==> src/rtl/sort_pass_ctrl.sv <==
// Multi-pass sequencer for one accel_sort engine: latches the job configuration,
// gates the upstream fetch/store path per pass and counts engine pops/pushes.
module sort_pass_ctrl #(
    parameter int INDEX_W    = 19,
    parameter int CNT_W      = 20,
    parameter int PASS_W     = 8,
    parameter int GAP_CYCLES = 4
) (
    input  logic               clk,
    input  logic               reset,
    input  logic               cmd_start,
    input  logic               cmd_abort,
    input  logic [CNT_W-1:0]   cfg_words,
    input  logic [PASS_W-1:0]  cfg_passes,
    input  logic [INDEX_W-1:0] cfg_start_index,
    input  logic               cfg_encrypt_last,
    input  logic               cfg_zero_key,
    input  logic               eng_pop,
    input  logic               eng_push,
    output logic [INDEX_W-1:0] start_index,
    output logic               reset_index,
    output logic               no_compare,
    output logic               zero_key,
    output logic               src_en,
    output logic               sink_en,
    output logic [PASS_W-1:0]  pass_idx,
    output logic               busy,
    output logic               pass_done,
    output logic               job_done,
    output logic               cfg_err,
    output logic               ovf_err
);

    localparam int GAP_W = (GAP_CYCLES > 1) ? $clog2(GAP_CYCLES) : 1;

    typedef enum logic [2:0] {
        S_IDLE, S_LOAD, S_RUN, S_DRAIN, S_GAP, S_DONE
    } state_t;

    state_t             state_q, state_d;
    logic [CNT_W-1:0]   words_q, words_d;
    logic [PASS_W-1:0]  passes_q, passes_d;
    logic [INDEX_W-1:0] start_index_q, start_index_d;
    logic               enc_last_q, enc_last_d;
    logic               zero_key_q, zero_key_d;
    logic [PASS_W-1:0]  pass_idx_q, pass_idx_d;
    logic [CNT_W-1:0]   pop_cnt_q, pop_cnt_d;
    logic [CNT_W-1:0]   push_cnt_q, push_cnt_d;
    logic [GAP_W-1:0]   gap_cnt_q, gap_cnt_d;
    logic               ovf_err_q, ovf_err_d;
    logic               cfg_err_q, cfg_err_d;
    logic               pass_done_q, pass_done_d;
    logic               reset_index_q, reset_index_d;

    logic last_pass;
    logic counting;
    logic bad_cfg;
    logic pass_end;

    assign last_pass = (pass_idx_q == passes_q - PASS_W'(1));
    assign counting  = (state_q == S_RUN) || (state_q == S_DRAIN) ||
                       (state_q == S_GAP) || (state_q == S_DONE);
    assign bad_cfg   = (cfg_words == '0) || (cfg_words[1:0] != 2'b00) || (cfg_passes == '0);

    always_comb begin
        state_d       = state_q;
        words_d       = words_q;
        passes_d      = passes_q;
        start_index_d = start_index_q;
        enc_last_d    = enc_last_q;
        zero_key_d    = zero_key_q;
        pass_idx_d    = pass_idx_q;
        pop_cnt_d     = pop_cnt_q;
        push_cnt_d    = push_cnt_q;
        gap_cnt_d     = gap_cnt_q;
        ovf_err_d     = ovf_err_q;
        cfg_err_d     = 1'b0;
        pass_done_d   = 1'b0;
        reset_index_d = 1'b0;
        pass_end      = 1'b0;

        // Counters saturate at the pass length; any extra word is an overflow.
        if (state_q == S_IDLE && (eng_pop || eng_push)) begin
            ovf_err_d = 1'b1;
        end
        if (counting) begin
            if (eng_pop) begin
                if (pop_cnt_q == words_q) ovf_err_d = 1'b1;
                else                      pop_cnt_d = pop_cnt_q + CNT_W'(1);
            end
            if (eng_push) begin
                if (push_cnt_q == words_q) ovf_err_d  = 1'b1;
                else                       push_cnt_d = push_cnt_q + CNT_W'(1);
            end
        end

        case (state_q)
            S_IDLE: begin
                if (cmd_start && !cmd_abort) begin
                    if (bad_cfg) begin
                        cfg_err_d = 1'b1;
                    end else begin
                        words_d       = cfg_words;
                        passes_d      = cfg_passes;
                        start_index_d = cfg_start_index;
                        enc_last_d    = cfg_encrypt_last;
                        zero_key_d    = cfg_zero_key;
                        pass_idx_d    = '0;
                        ovf_err_d     = 1'b0;
                        reset_index_d = 1'b1;
                        state_d       = S_LOAD;
                    end
                end
            end
            S_LOAD: begin
                pop_cnt_d  = '0;
                push_cnt_d = '0;
                state_d    = S_RUN;
            end
            S_RUN: begin
                if (pop_cnt_d == words_q) begin
                    if (push_cnt_d == words_q) pass_end = 1'b1;
                    else                       state_d  = S_DRAIN;
                end
            end
            S_DRAIN: begin
                if (push_cnt_d == words_q) pass_end = 1'b1;
            end
            S_GAP: begin
                if (gap_cnt_q == GAP_W'(GAP_CYCLES - 1)) begin
                    gap_cnt_d     = '0;
                    pass_idx_d    = pass_idx_q + PASS_W'(1);
                    reset_index_d = 1'b1;
                    state_d       = S_LOAD;
                end else begin
                    gap_cnt_d = gap_cnt_q + GAP_W'(1);
                end
            end
            S_DONE: begin
                state_d = S_IDLE;
            end
            default: begin
                state_d = S_IDLE;
            end
        endcase

        if (pass_end) begin
            pass_done_d = 1'b1;
            gap_cnt_d   = '0;
            state_d     = last_pass ? S_DONE : S_GAP;
        end

        // Abort rewinds the keystream and drops the job without done pulses.
        if (cmd_abort && state_q != S_IDLE) begin
            state_d       = S_IDLE;
            reset_index_d = 1'b1;
            pass_done_d   = 1'b0;
        end
    end

    always_ff @(posedge clk or posedge reset) begin
        if (reset) begin
            state_q       <= S_IDLE;
            words_q       <= '0;
            passes_q      <= '0;
            start_index_q <= '0;
            enc_last_q    <= 1'b0;
            zero_key_q    <= 1'b0;
            pass_idx_q    <= '0;
            pop_cnt_q     <= '0;
            push_cnt_q    <= '0;
            gap_cnt_q     <= '0;
            ovf_err_q     <= 1'b0;
            cfg_err_q     <= 1'b0;
            pass_done_q   <= 1'b0;
            reset_index_q <= 1'b0;
        end else begin
            state_q       <= state_d;
            words_q       <= words_d;
            passes_q      <= passes_d;
            start_index_q <= start_index_d;
            enc_last_q    <= enc_last_d;
            zero_key_q    <= zero_key_d;
            pass_idx_q    <= pass_idx_d;
            pop_cnt_q     <= pop_cnt_d;
            push_cnt_q    <= push_cnt_d;
            gap_cnt_q     <= gap_cnt_d;
            ovf_err_q     <= ovf_err_d;
            cfg_err_q     <= cfg_err_d;
            pass_done_q   <= pass_done_d;
            reset_index_q <= reset_index_d;
        end
    end

    assign start_index = start_index_q;
    assign zero_key    = zero_key_q;
    assign reset_index = reset_index_q;
    assign pass_idx    = pass_idx_q;
    assign cfg_err     = cfg_err_q;
    assign ovf_err     = ovf_err_q;
    assign pass_done   = pass_done_q;
    assign job_done    = (state_q == S_DONE);
    assign busy        = (state_q != S_IDLE) && (state_q != S_DONE);
    assign src_en      = (state_q == S_RUN) && (pop_cnt_q < words_q);
    assign sink_en     = (state_q == S_RUN) || (state_q == S_DRAIN);
    assign no_compare  = enc_last_q && last_pass &&
                         ((state_q == S_LOAD) || (state_q == S_RUN) || (state_q == S_DRAIN));

endmodule

==> config.mk <==
export PLATFORM = sky130hd
export DESIGN_NAME = sort_pass_ctrl
export DESIGN_NICKNAME = d
export VERILOG_FILES = /design/src/rtl/sort_pass_ctrl.sv
export SDC_FILE = /design/constraint.sdc
export NUM_CORES = 1
export LEC_CHECK = 0
export ABC_AREA = 1
export BUFFER_PORTS_ARGS = -buffer_cell sky130_fd_sc_hd__buf_4
export CAP_MARGIN = 0
export CORE_ASPECT_RATIO = 0.5
export CORE_MARGIN = 4
export CORE_UTILIZATION = 25
export CTS_CLUSTER_DIAMETER = 60
export CTS_CLUSTER_SIZE = 28
export DETAILED_ROUTE_END_ITERATION = 10
export GPL_ROUTABILITY_DRIVEN = 0
export HOLD_SLACK_MARGIN = 0.03
export PLACE_DENSITY_LB_ADDON = 0.25
export SLEW_MARGIN = 15
export SYNTH_ARGS = -nofsm -noshare
export SYNTH_HDL_FRONTEND = slang
export SYNTH_SLANG_ARGS = --single-unit
==> constraint.sdc <==
create_clock -name clk -period 4.7 [get_ports clk]
set_input_delay 0.47 -clock clk [delete_from_list [all_inputs] [get_ports clk]]
set_output_delay 0.47 -clock clk [all_outputs]
set_load 0.005 [all_outputs]
======== After elaboration in Yosys (flattened, before gate mapping) ========
Index checks and enable logic that the tools add are counted.
operators by class
  $lt $le $gt $ge ......................... 1
  equal/unequal tests ..................... 21
  reductions and logical operators ........ 26
  add/sub/neg operators ................... 5
  mux-type cells .......................... 46
  bitwise gates (word level) .............. 1
operators with widths
  cell                                                                 count
  20-bit 2-to-1 mux                                                    8
  20-bit == test                                                       4
  20-bit by 1-bit adder with 20-bit output (second input constant)     2
  8-bit 2-to-1 mux                                                     3
  1-bit 2-to-1 mux                                                     21
  3-bit 2-to-1 mux                                                     7
  20-bit zero test                                                     1
  20-bit less-than comparator                                          1
  8-bit case mux with 2 select lines                                   1
  3-bit case mux with 5 select lines                                   1
  8-bit by 1-bit adder with 8-bit output (second input constant)       1
  8-bit == test                                                        1
  8-bit zero test                                                      1
  1-bit logical OR                                                     8
  4-bit by 2-bit != test with 1-bit output (second input constant)     2
  4-bit != test (second input constant)                                2
  8-bit by 1-bit subtractor with 8-bit output (second input constant)  1
  1-bit logical AND                                                    7
  3-bit by 2-bit == test with 1-bit output (second input constant)     2
  3-bit == test (second input constant)                                2
  2-bit 2-to-1 mux                                                     3
  3-bit != test (second input constant)                                2
  6-bit AND reduction                                                  1
  2-bit nonzero test                                                   3
  13 further kinds                                                     15
word-level totals
  register bits ........................... 106
  word-level logic and storage cells ...... 114
  output and inout port bits .............. 37
  input port bits ......................... 55

======== Longest topological paths before layout ========
  depth after elaboration ................. 11
  mapped depth ............................ 25
  mapped depth without buffers ............ 24

======== Worst setup path before layout ========
No wires, ideal clock.
  kind .................................... register to register
  start point ............................. register words_q[11]
  end point ............................... register state_q[1]
  required time ........................... 4582 ps
  stages on the path, launching flop included .. 24
  path buffers ............................ 2
  arrival ................................. 2588 ps
  clock period less this slack ............ 2707 ps
  setup slack ............................. 1993 ps
  setup time .............................. 118 ps
  cell sequence ........................... dfrtp_1 inv_1 ha_1 nand2_1 nor2_1 nand2_1 nor2_2 nand2_1 buf_2 buf_2 nand3_1 nand2_1 nand2_1 nand2_1 nor2_1 nand2_1 nor2_1 nand3_1 nand2_2 nand3_4 nand3_2 nand3_1 nand2_1 nand2_1
between the ends
  word-level cells in the longest chain between the ends .. 10
  elaborated cells between the ends (all ways) .. 22
  those cells by class .................... eq/ne: 10; mux: 11; reduce/logical: 1
ends and longest elaborated chain
  element                                                                          RTL line  RTL
  start: declaration                                                               41        logic [CNT_W-1:0] words_q, words_d;
  start signal: assignment                                                         179       words_q <= words_d;
  20-bit == test                                                                   92        if (push_cnt_q == words_q) ovf_err_d = 1'b1;
  20-bit 2-to-1 mux                                                                92
  20-bit 2-to-1 mux                                                                91        if (eng_push) begin
  20-bit 2-to-1 mux                                                                86        if (counting) begin
  20-bit == test                                                                   122, 127
  1-bit 2-to-1 mux                                                                 122, 127
  1-bit 2-to-1 mux                                                                 121       if (pop_cnt_d == words_q) begin
  1-bit case mux with 2 select lines                                               97        case (state_q)
  4-bit != test (no source line), or another cell as far along                     -
  6-bit AND reduction (no source line) / 3-bit 2-to-1 mux (equally long branches)  -
  end signal: assignment                                                           178       state_q <= state_d;
  end: declaration                                                                 40        state_t state_q, state_d;
Parallel ways exist; a longest one is shown, timed or not.
A chain may end at the register's enable or synchronous reset.

======== Worst setup path in the final report ========
  start point ............................. register words_q[11]
  end point ............................... register state_q[0]
The elaborated chain is that of the path after synthesis.

==> results.cfg <==
[run_status]
status = complete, no violations

[floorplanning]
die_y_microns = 128
start_util = 0.256
die_w_microns = 247
num_rows = 43
die_area_sq_mm = 0.0316
io_pins = 92
core_area_sq_mm = 0.0280

[hold_path]
min_to = start_index[16]$_DFFE_PP0P_
hold_class = primary input to flop
hold_start = cfg_start_index[16]
min_path_cells = 3

[grt]
gr-total-overflow = 0
met3_usage = 0.0345
grt_pass1_wl_microns = 38100
grt_util_met1 = 0.214
antenna_found_initial = 0
grt-busiest-layer = met2
grt_max_degree = 73
grtUsageTotal = 0.156
met2_usage = 0.249
grt_pass1_vias = 6712

[timing]
setup_viol = 0
setup_ws_ns = 0.667
fmax_mhz = 248
tightest_slew_ns = 1.01
grt_setup_unrepaired = no
fin_setup_tns_ns = 0
slew_headroom = 0.326
finalHoldViolCount = 0
maxSlewViolCount = 0
min_period_ns = 4.03
skew_ns = 0.00873
post-route-period-util = 0.858

[drt]
drt-initial-drc-count = 616
wl_microns = 24200
wl_per_cell_microns = 15.8
ant_nets = 0
via_per_inst = 4.61
drc = 0
vias = 7083
first_pass_iters = 6

[clock_network]
cts.sinks = 106
cts.path.max_buffers = 2
post_cts_buffers = 0
cts_tree = done
holdBufCountCts = 0
insertion_delay_ns = 0.37
cts-resized-gates = 0
path_clk_slew_ns = 0.08
cts_max_level = 3
numCtsBuffers = 9
cts_root_buf = clkbuf_16

[worst_setup_path]
crit_path_max_incr_delay_ns = 0.64
critical_path_buf_inv_count = 1
critPathMostFrequentCell = nand2_1
cp-start-kind = flop
crit_required_ns = 4.98
r2r-end = state_q[0]$_DFFE_PP0P_
path_class = flop to flop
cp_max_fo = 29
ff2ff_setup_slack_ns = 0.67
crit_family = simple AND/OR/NAND/NOR gates
r2r-start = words_q[11]$_DFFE_PP0P_
slowest_stage = nand2_1
rr_worst_depth = 20
cp.arrival_ns = 4.31
worstSetupEndpointType = flop
path_cells = inv_1, ha_1, nand2_1, nor2_1, nand2_1, nor2_2, nand2_1, nand3_1, nand2_1, nand3_1, nand2_1, nor2_1, nand2_1, nor2_1, nand3_1, nand2_2, nand3_4, nand2_2, nand2_1, a21oi_1

[place]
dp_hpwl_microns = 18700
dp_slack_ns = 0.775
placed_area_sq_mm = 0.00829
port_buffers = 91

[power_and_ir_drop]
peakVddDrop_uv = 226
fin_total_pwr_mw = 4.07
powerDensity_mw_per_mm2 = 474
leakage_nw = 4.33

[cells_and_area]
fin_area_sq_mm = 0.00858
drive_gt1_frac = 0.122
fin_nets = 1231
syn_to_final_growth_pct = 19.8
antenna_cells = 0
fin_util = 0.307
fill_cells = 3034

[logic_synthesis]
synth_cells = 1064
syn_area_per_cell_sq_um = 6.73
synth.largest_area_cell = dfrtp_1
synth_nets = 1144
synth.area.top_cells = dfrtp_1 (37%), nand2_1 (19%), inv_1 (6.9%), nand3_1 (5.9%), nor2_1 (5.3%)
yosys.cell_count.top_type = nand2_1
synth_edf_count = 0
yosysUniqueCellTypes = 41
async_reset_ff_frac = 1.00
netlist_area_sq_mm = 0.00716
synth_common_cells = nand2_1 (369), inv_1 (131), dfrtp_1 (106)
yosys_warnings = 0
ys.flop_type = dfrtp_1
synth.top_cell.area_share = 0.370
synth-seq-cells = 106
yosysSeqAreaShare = 0.370

[run]
cap_violations = 0
==> power by group <==
part / internal, mW / switching (mW) / leakage, nW
Clock: 0.398 / 0.399 / 0.145
Combinational: 0.712 / 1.15 / 2.79
Sequential: 1.15 / 0.260 / 1.39
==> worst reg2reg max path, stage by stage, from the launching register on <==
cell and delay [ns]:
dfrtp_1 0.52, inv_1 0.17, ha_1 0.33, nand2_1 0.06, nor2_1 0.20, nand2_1 0.11, nor2_2 0.23, nand2_1 0.64
nand3_1 0.37, nand2_1 0.13, nand3_1 0.11, nand2_1 0.07, nor2_1 0.10, nand2_1 0.06, nor2_1 0.12, nand3_1 0.16
nand2_2 0.13, nand3_4 0.11, nand2_2 0.12, nand2_1 0.05, a21oi_1 0.16
==> metrics by stage <==
stage / std cells / hold slack (ns)
3_3_place_gp: 1522 / 0.465
4_1_cts: 1538 / 0.271
3_5_place_dp: 1522 / 0.468
2_1_floorplan: 1064 / 0.449
5_1_grt: 1538 / 0.284
6_report: 1538 / 0.287
==> how the worst max path moves through the flow <==
stage | startpoint | endpoint | slack (ns) | depth (start not counted)
5_1_grt | words_q[11]$_DFFE_PP0P_ | state_q[0]$_DFFE_PP0P_ | 0.27 | 22
6_report | words_q[11]$_DFFE_PP0P_ | state_q[0]$_DFFE_PP0P_ | 0.67 | 20
2_1_floorplan | reset | cfg_err$_DFF_PP0_ | 1.44 | 1
3_5_place_dp | words_q[11]$_DFFE_PP0P_ | state_q[1]$_DFFE_PP0P_ | 0.78 | 21
4_1_cts | words_q[11]$_DFFE_PP0P_ | state_q[1]$_DFFE_PP0P_ | 0.73 | 21
3_3_place_gp | words_q[11]$_DFFE_PP0P_ | state_q[1]$_DFFE_PP0P_ | 0.75 | 23
==> cells in the final DEF (no fill, tap or decap), types with 10 or more instances in the layout <==
master     n
nand2_1  369
inv_1    130
dfrtp_1  106
nor2_1   100
buf_4     97
nand3_1   84
o21ai_0   49
a21oi_1   48
nand4_1   28
ha_1      25
nor3_1    20
xnor2_1   15
inv_2     10
==> registers in the layout, indices dropped and copies added, names as in the netlist, 2 cells and up <==
name	flops
gap_cnt_q	2
passes_q	8
state_q	3
push_cnt_q	20
start_index	19
pop_cnt_q	20
words_q	20
pass_idx	8
==> final cells by class <==
| cell class | instances | area, sq um | area share |
|---|---|---|---|
| multi-input combinational | 796 | 3900 | 0.454 |
| sequential | 106 | 2650 | 0.309 |
| timing repair buffer | 97 | 728 | 0.0848 |
| inverter | 141 | 532 | 0.0619 |
| tap | 382 | 478 | 0.0557 |
| clock buffer | 11 | 253 | 0.0294 |
| clock inverter | 5 | 45.0 | 0.00525 |
==> per-layer routing <==
metal  vias to the layer above  share of wire
met1                      3257           0.46
met3                        32          0.065
met4                         0          0.021
li1                       3584              -
met5                         -              0
met2                       210           0.45
==> cell families (layout without fill, tap and decap cells) <==
family / count (synthesis) / in the layout / synth area share
compound gates: 111 / 111 / 0.0847
xor+xnor: 27 / 27 / 0.0379
fa+ha+maj: 25 / 25 / 0.0437
buf+inv: 162 / 254 / 0.0868
flops: 106 / 106 / 0.370
simple gates: 633 / 633 / 0.377
No activity file was read; power rests on OpenSTA's default activity.
